--- config.mk ---
export PLATFORM = sky130hd
export DESIGN_NAME = mem_port_arbiter
export DESIGN_NICKNAME = d
export VERILOG_FILES = /design/src/rtl/mem_port_arbiter.sv
export SDC_FILE = /design/constraint.sdc
export NUM_CORES = 1
export LEC_CHECK = 0
export CAP_MARGIN = 20
export CORE_UTILIZATION = 40
export CTS_BUF_LIST = sky130_fd_sc_hd__clkbuf_2 sky130_fd_sc_hd__clkbuf_4 sky130_fd_sc_hd__clkbuf_8
export CTS_CLUSTER_DIAMETER = 60
export DETAILED_ROUTE_END_ITERATION = 12
export PLACE_DENSITY = 0.82
export SLEW_MARGIN = 20
export SYNTH_ARGS = -nofsm -noshare
export SYNTH_HDL_FRONTEND = slang
export SYNTH_SLANG_ARGS = --single-unit
--- constraint.sdc ---
create_clock -name clk -period 2.2 [get_ports clk]
set_input_delay 0.44 -clock clk [delete_from_list [all_inputs] [get_ports clk]]
set_output_delay 0.44 -clock clk [all_outputs]
set_load 0.01 [all_outputs]
--- src/rtl/mem_port_arbiter.sv ---
// mem_port_arbiter
//   Shares one byte-addressed data memory between an instruction-fetch port (read-only)
//   and a load/store port (read/write). One transaction at a time runs through
//   IDLE -> ISSUE -> WAIT -> RESP. Round-robin on ties: the port not granted last wins.
//   A WAIT that sees no matching done for TIMEOUT_CYCLES cycles ends with an error response.
//
//   Optional feature: define MEM_ALIGN_CHECK_EN to reject non-word-aligned addresses
//   straight from IDLE with err=1 and no memory access.
//
// Ports
//   clk, rst                     clock (rising edge), synchronous active-high reset
//   if_req/if_addr               fetch request and byte address (held until if_ack)
//   if_ack/if_rdata/if_err       one-cycle fetch completion with data and error
//   d_req/d_we/d_addr/d_wdata    load/store request, direction, address, store data
//   d_ack/d_rdata/d_err          one-cycle load/store completion (rdata 0 for stores)
//   mem_read/mem_write           one-cycle memory strobes
//   mem_read_addr/mem_write_addr memory addresses (valid with the strobe)
//   mem_wr_data                  memory write data
//   mem_rd_data/mem_rd_done      read data and registered read done
//   mem_wr_done                  registered write done
module mem_port_arbiter #(
  parameter int unsigned ADDR_WIDTH     = 10,
  parameter int unsigned DATA_WIDTH     = 32,
  parameter int unsigned TIMEOUT_CYCLES = 16
) (
  input  logic                  clk,
  input  logic                  rst,
  input  logic                  if_req,
  input  logic [ADDR_WIDTH-1:0] if_addr,
  output logic                  if_ack,
  output logic [DATA_WIDTH-1:0] if_rdata,
  output logic                  if_err,
  input  logic                  d_req,
  input  logic                  d_we,
  input  logic [ADDR_WIDTH-1:0] d_addr,
  input  logic [DATA_WIDTH-1:0] d_wdata,
  output logic                  d_ack,
  output logic [DATA_WIDTH-1:0] d_rdata,
  output logic                  d_err,
  output logic                  mem_read,
  output logic                  mem_write,
  output logic [ADDR_WIDTH-1:0] mem_read_addr,
  output logic [ADDR_WIDTH-1:0] mem_write_addr,
  output logic [DATA_WIDTH-1:0] mem_wr_data,
  input  logic [DATA_WIDTH-1:0] mem_rd_data,
  input  logic                  mem_rd_done,
  input  logic                  mem_wr_done
);

  localparam int unsigned CntW = $clog2(TIMEOUT_CYCLES);
  localparam logic [CntW-1:0] CntLast = CntW'(TIMEOUT_CYCLES - 1);

  typedef enum logic [1:0] {StIdle, StIssue, StWait, StResp} state_e;

  // Port encoding: 0 = fetch, 1 = load/store.
  localparam logic PortD = 1'b1;

  state_e                state_q, state_d;
  logic                  port_q, port_d;
  logic                  we_q, we_d;
  logic [ADDR_WIDTH-1:0] addr_q, addr_d;
  logic [DATA_WIDTH-1:0] wdata_q, wdata_d;
  logic [DATA_WIDTH-1:0] rdata_q, rdata_d;
  logic                  err_q, err_d;
  logic [CntW-1:0]       cnt_q, cnt_d;
  logic                  last_q, last_d;

  logic                  grant;
  logic [ADDR_WIDTH-1:0] sel_addr;

  always_comb begin
    state_d  = state_q;
    port_d   = port_q;
    we_d     = we_q;
    addr_d   = addr_q;
    wdata_d  = wdata_q;
    rdata_d  = rdata_q;
    err_d    = err_q;
    cnt_d    = cnt_q;
    last_d   = last_q;
    // Tie goes to the port that was not granted last; a lone request simply wins.
    grant    = (if_req && d_req) ? ~last_q : d_req;
    sel_addr = grant ? d_addr : if_addr;

    unique case (state_q)
      StIdle: begin
        if (if_req || d_req) begin
          port_d  = grant;
          we_d    = grant & d_we;
          addr_d  = sel_addr;
          wdata_d = grant ? d_wdata : '0;
          rdata_d = '0;
          err_d   = 1'b0;
          state_d = StIssue;
`ifdef MEM_ALIGN_CHECK_EN
          if (sel_addr[1:0] != 2'b00) begin
            err_d   = 1'b1;
            state_d = StResp;
          end
`endif
        end
      end
      StIssue: begin
        cnt_d   = '0;
        state_d = StWait;
      end
      StWait: begin
        // Only the done that matches the latched op counts.
        if (we_q ? mem_wr_done : mem_rd_done) begin
          rdata_d = we_q ? '0 : mem_rd_data;
          err_d   = 1'b0;
          state_d = StResp;
        end else if (cnt_q == CntLast) begin
          rdata_d = '0;
          err_d   = 1'b1;
          state_d = StResp;
        end else if (cnt_q != '1) begin
          cnt_d = cnt_q + 1'b1;
        end
      end
      StResp: begin
        last_d  = port_q;
        state_d = StIdle;
      end
      default: state_d = StIdle;
    endcase
  end

  always_comb begin
    if_ack         = 1'b0;
    if_rdata       = '0;
    if_err         = 1'b0;
    d_ack          = 1'b0;
    d_rdata        = '0;
    d_err          = 1'b0;
    mem_read       = 1'b0;
    mem_write      = 1'b0;
    mem_read_addr  = '0;
    mem_write_addr = '0;
    mem_wr_data    = '0;
    if (state_q == StIssue) begin
      mem_read       = ~we_q;
      mem_write      = we_q;
      mem_read_addr  = addr_q;
      mem_write_addr = addr_q;
      mem_wr_data    = wdata_q;
    end
    if (state_q == StResp) begin
      if (port_q == PortD) begin
        d_ack   = 1'b1;
        d_rdata = rdata_q;
        d_err   = err_q;
      end else begin
        if_ack   = 1'b1;
        if_rdata = rdata_q;
        if_err   = err_q;
      end
    end
  end

  always_ff @(posedge clk) begin
    if (rst) begin
      state_q <= StIdle;
      port_q  <= 1'b0;
      we_q    <= 1'b0;
      addr_q  <= '0;
      wdata_q <= '0;
      rdata_q <= '0;
      err_q   <= 1'b0;
      cnt_q   <= '0;
      last_q  <= PortD;  // so fetch wins the first tie
    end else begin
      state_q <= state_d;
      port_q  <= port_d;
      we_q    <= we_d;
      addr_q  <= addr_d;
      wdata_q <= wdata_d;
      rdata_q <= rdata_d;
      err_q   <= err_d;
      cnt_q   <= cnt_d;
      last_q  <= last_d;
    end
  end

endmodule

==> results of run 1 <==
==> registers in the layout (all words and copies together) (netlist names) <==
register,flops
we_q,1
cnt_q,4
rdata_q,32
wdata_q,32
addr_q,10
port_q,1
err_q,1
state_q,2
last_q,1
==> cells by family after synthesis <==
logic type	Yosys count
flip-flops	84
multiplexers	13
adder cells (fa/ha/maj)	7
AO/OA/AOI/OAI	94
AND/OR/NAND/NOR	174
buffers and inverters	49
==> worst paths after layout <==
| kind | from | end | slack [ns] | cells past startpoint |
|---|---|---|---|---|
| setup / recovery | state_q[0] | d_ack | -0.1 | 4 |
| hold / removal | rst | err_q | 0.36 | 2 |
| setup reg to reg | state_q[0] | rdata_q[11] | 0.29 | 7 |
| hold reg to reg | rdata_q[14] | rdata_q[14] | 0.50 | 1 |
==> area by class of cell <==
cell class | instances | area [um2]
fill | 724 | 2820
timing repair buffer | 231 | 2480
multi-input combinational | 288 | 2030
sequential | 84 | 1690
tap | 129 | 161
clock buffer | 9 | 124
clock inverter | 5 | 55.1
inverter | 4 | 15.0
==> cell usage in the layout, fill, tap and decap left out, types with 3 or more instances in the layout <==
cell type / netlist / layout
buf_6: 4 / 4
dlymetal6s2s_1: 0 / 82
and2_1: 78 / 78
a211oi_1: 13 / 13
clkdlybuf4s50_1: 0 / 90
a22oi_1: 33 / 33
clkbuf_8: 0 / 9
ha_1: 7 / 5
a22o_1: 32 / 32
a21oi_1: 3 / 3
dfxtp_1: 84 / 82
buf_12: 0 / 6
nor2_1: 51 / 50
mux2i_1: 12 / 12
clkbuf_2: 0 / 13
and3_1: 34 / 34
dlygate4sd2_1: 0 / 24
buf_4: 10 / 8
==> per-stage QoR <==
stage,worst slack [ns],hold slack [ns],power [uW],setup TNS (ns),cells
final,-0.0980,0.357,4970,-0.0980,750
after global routing,-0.162,0.364,5260,-0.309,750
after CTS,-0.236,0.344,4850,-13.69,746
after detailed placement,0.0483,0.478,3810,0,731
after global placement,0.142,0.470,3730,0,731
after floorplan,0.374,0.436,3030,0,421
==> report_power, final <==
part	internal, uW	switching [uW]
Combinational	933	1110
Clock	508	540
Sequential	1740	145
==> synth_stat cells, drive strengths merged <==
library cell / n
nor4b: 1
nor4bb: 1
a221oi: 1
clkbuf: 26
o21ai: 1
a21oi: 3
nand2b: 1
inv: 4
a22oi: 33
nor3b: 2
o21a: 1
a21boi: 1
mux2: 1
a21o: 2
and4b: 1
mux2i: 12
nor2b: 2
a211o: 1
nand3: 1
and3: 34
and2: 78
nor2: 52
o22ai: 1
a211oi: 13
nand2: 1
dfxtp: 84
a32o: 2
a22o: 32
o32ai: 1
buf: 19
a221o: 1
ha: 7
a31oi: 1
==> metal layers <==
layer / global-route usage / up-vias / share of wire / wire length, um
met5: 0 / - / 0 / 0
met4: 0.0858 / 0 / 0.017 / 205
met3: 0.0506 / 16 / 0.062 / 758
met2: 0.386 / 121 / 0.51 / 6270
met1: 0.277 / 1781 / 0.41 / 5050
li1: - / 1871 / - / -
==> timing repair <==
| action | CTS | global route |
|---|---|---|
| pin swaps | 0 | 1 |
| setup endpoints to repair | 122 | 117 |
| gates cloned | 1 | 2 |
| setup buffers | 0 | 2 |
| gates resized for setup | 49 | 119 |
==> impl_metrics.toml, run 1 <==
[clock_tree]
cts_hold_buf = 0
cts_tree = "built"
insertion_delay_ns = 0.35
cts_buffers = 9
root_buffer = "clkbuf_8"
clk_pin_slew_worst_paths_ns = 0.08
h-tree-depth = 3
cts_sinks = 84
clk_path_buf_depth = 2

[synth]
yosysWarningCount = 0
synth-compound-area-share = 0.196
synth_area_um2 = 3920
yosys-top-cells-area = "dfxtp_1, and2_1, a22o_1, a22oi_1, and3_1"
synthesis.instances = 421
yosysSeqAreaShare = 0.429
muxShareOfSynthArea = 0.0345
syn_avg_cell_area_um2 = 9.31
syn_nets = 519
synth-seq-cells = 84
yosys.area.top_type_share = 0.429
synth_fa_ha_area_frac = 0.0223
synth_xor_xnor_area_share = 0
synth_simple_gate_area_frac = 0.252
synth_top_family_by_area = "simple AND/OR/NAND/NOR gates"
ys_types = 37
yosys.area.top_type = "dfxtp_1"

[routing]
ant_nets = 0
post_drt_wl_per_cell_um = 16.4
avgViaCountPerCell = 5.05
routed_wl_mm = 12.3
drt-initial-drc-count = 124
vias = 3789
dr.pass1.iters = 5
drc_errors = 0

[die]
core_area_um2 = 9370
floorplan.initialDensity = 0.418
num_io_pins = 213
fp.dieW_um = 101
dieArea_um2 = 10200
die_height_um = 101
num_rows = 35

[cells_and_area]
finish.instance_area_um2 = 6550
antenna_cells = 0
area_growth_pct = 67.0
fin_nets = 716
fin_util = 0.699
drive_gt1_frac = 0.0998

[hold_path]
hold_class = "in -> reg"

[global_route]
grt_max_degree = 45
grt-ovfl-total = 0
antenna_found_initial = 0
grt_pass1_wl_mm = 18.1
first_global_vias = 3749
track_usage = 0.226

[setup_path]
end_kind = "output pin"
cp_max_fo = 34
cpPeakStageDelay_ns = 0.56
crit_chain = "ha_4 -> buf_12 -> and2_1 -> clkdlybuf4s50_1"
cp.arrival_ns = 1.86
crit_buf_inv = 2
required_ns = 1.76
cp_slowest_cell = "clkdlybuf4s50_1"
crit_type = "reg -> out"
cp_top_family = "buffers and inverters"
startpoint_type = "register"

[sta]
rsz0062_at_grt = "yes"
period_needed_ns = 2.30
final_hold_viol_count = 0
setup_slack_ns = -0.0980
period_share = 1.04
worst_pin_slew_ns = 0.419
fmax_mhz = 435
setup_viol_count_final = 1
drv_slew = 0
clock-skew-final_ns = 0.0114
slew_headroom = 0.720

[pwr]
power.density_nw_per_um2 = 759
irDropWorstVdd_v = 0.000392
p_leak_uw = 0.00422

[placement]
io_buffers = 212
hpwl_mm = 8.26
gp_congestion = 0.822
dpl_cell_area_um2 = 6140

[outcome]
status = "finished with violations"
violations = "negative setup slack"

[flow_run]
max_cap_violations = 0
No activity file was read; power rests on OpenSTA's default activity.
==> run 2: changes to the inputs <==
--- a/config.mk
+++ b/config.mk
@@ -6,11 +6,13 @@
 export NUM_CORES = 1
 export LEC_CHECK = 0
 export CAP_MARGIN = 20
-export CORE_UTILIZATION = 40
+export CELL_PAD_IN_SITES_DETAIL_PLACEMENT = 1
+export CELL_PAD_IN_SITES_GLOBAL_PLACEMENT = 2
+export CORE_UTILIZATION = 22
 export CTS_BUF_LIST = sky130_fd_sc_hd__clkbuf_2 sky130_fd_sc_hd__clkbuf_4 sky130_fd_sc_hd__clkbuf_8
 export CTS_CLUSTER_DIAMETER = 60
 export DETAILED_ROUTE_END_ITERATION = 12
-export PLACE_DENSITY = 0.82
+export PLACE_DENSITY_LB_ADDON = 0.1
 export SLEW_MARGIN = 20
 export SYNTH_ARGS = -nofsm -noshare
 export SYNTH_HDL_FRONTEND = slang
==> run 2 against run 1 <==
The run now ends clean; via count up 2.0%; critical path depth up 2; flip-flop and latch count unchanged; clock power up 29%; wire length up 15%; count of clock-buffer cells in the layout unchanged; clock skew up 0.0024 ns; utilization down 32 points; global-route usage down 6.9 points; worst hold slack better by 0.034 ns; die area up 80%; non-clock buffer count up 10; critical path type unchanged; highest routed layer is now met5.
==> impl_metrics.toml, run 2 (synthesis results as in run 1) <==
[setup_path]
r2r_setup_slack_ns = 0.20
crit_type = "reg -> out"
crit_chain = "buf_6 -> ha_4 -> buf_4 -> buf_12 -> and3_1 -> clkdlybuf4s15_1"
cp_top_family = "buffers and inverters"
cp_max_fo = 34
ff2ff_path_depth = 8
startpoint_type = "register"
required_ns = 1.76
rr_startpoint = "state_q[0]"
cp_slowest_cell = "dfxtp_4"
end_kind = "output pin"
crit_buf_inv = 4
cpPeakStageDelay_ns = 0.35
path_depth = 6
cp.arrival_ns = 1.72
crit_start = "state_q[1]"

[hold_path]
hp-start = "rst"
hold_class = "in -> reg"
hold_depth = 2

[clock_tree]
cts_buffers = 9
clk_pin_slew_worst_paths_ns = 0.10
cts_hold_buf = 0
cts_tree = "built"
root_buffer = "clkbuf_8"
clk_path_buf_depth = 2
insertion_delay_ns = 0.38
h-tree-depth = 3
cts_sinks = 84

[die]
num_io_pins = 213
die_height_um = 135
dieArea_um2 = 18400
num_rows = 48
fp.dieW_um = 135
core_area_um2 = 17400
floorplan.initialDensity = 0.226

[routing]
routed_wl_mm = 14.1
ant_nets = 0
drc_errors = 0
avgViaCountPerCell = 4.51
dr.pass1.iters = 4
drt-initial-drc-count = 113
post_drt_wl_per_cell_um = 16.4
vias = 3866

[placement]
hpwl_mm = 9.59
io_buffers = 212
gp_congestion = 0.727

[sta]
clock-skew-final_ns = 0.0138
drv_slew = 0
period_needed_ns = 2.16
finalSetupTns_ns = 0
final_hold_viol_count = 0
setup_viol_count_final = 0
fmax_mhz = 464
slew_headroom = 0.677
worst_pin_slew_ns = 0.485
period_share = 0.980
holdWs_ns = 0.390
rsz0062_at_grt = "yes"

[pwr]
irDropWorstVdd_v = 0.000390
power.density_nw_per_um2 = 824
p_leak_uw = 0.00297

[global_route]
grt_max_degree = 44
first_global_vias = 4096
track_usage = 0.157
grt-ovfl-total = 0
antenna_found_initial = 1
grt_pass1_wl_mm = 22.1

[cells_and_area]
layout_common_cells = "clkdlybuf4s50_1, dfxtp_1, and2_1"
drive_gt1_frac = 0.198
fin_nets = 726
area_growth_pct = 67.1
antenna_cells = 0
reg.largest.list = "rdata_q: 32 flops, wdata_q: 32 flops, addr_q: 10 flops"
final_common_cell = "clkdlybuf4s50_1"

[flow_run]
max_cap_violations = 0

[outcome]
status = "complete, no violations"
==> run 2: cell types whose count changed in the layout (fill, tap and decap cells not counted), sizes merged, moves of 2 or more <==
cell	delta
buf	+44
bufinv	+2
clkbuf	+3
clkdlybuf4s15	+37
dlygate4sd2	+9
dlymetal6s2s	-82
==> run 2: where the power goes <==
part,internal [uW],switching [uW]
Sequential,1740,135
Combinational,1010,1170
Clock,750,605
Total,3490,1910
==> run 2: cell type report <==
cell class / count / area [um2]
Clock buffer: 9 / 124
Clock inverter: 6 / 114
Fill cell: 1949 / 10800
Inverter: 4 / 17.5
Multi-Input combinational cell: 288 / 2060
Sequential cell: 84 / 1690
Tap cell: 225 / 282
Timing Repair Buffer: 241 / 2260
==> run 2: metal layers <==
layer,vias up,global-route usage,share of wire
met3,20,0.0453,0.072
met2,129,0.260,0.47
li1,1889,-,-
met5,-,0,0.00092
met4,2,0.0668,0.019
met1,1826,0.189,0.44
==> run 2: what timing repair did <==
action / 4_1_cts / 5_1_grt
cloned: 5 / 0
pin swaps: 3 / 1
endpoints found under the setup margin: 122 / 51
buffers inserted: 13 / 4
gates resized for setup: 251 / 104
==> run 2: worst paths after layout <==
kind	end
worst max-delay path	d_rdata[9]
worst min-delay path	we_q
worst max register to register	rdata_q[12]
worst min register to register	addr_q[1]
==> run 2: per-stage QoR <==
stage	cells	setup slack [ns]	instance area, um2	utilization	power, uW
after floorplan	421	0.374	3920	-	3030
final	857	0.0431	6550	0.377	5400
after detailed placement	826	0.0174	6260	0.361	3900
after global routing	857	-0.0281	6550	0.377	5760
after global placement	826	0.0468	6260	0.361	3860
after CTS	859	-0.115	6470	0.373	5500
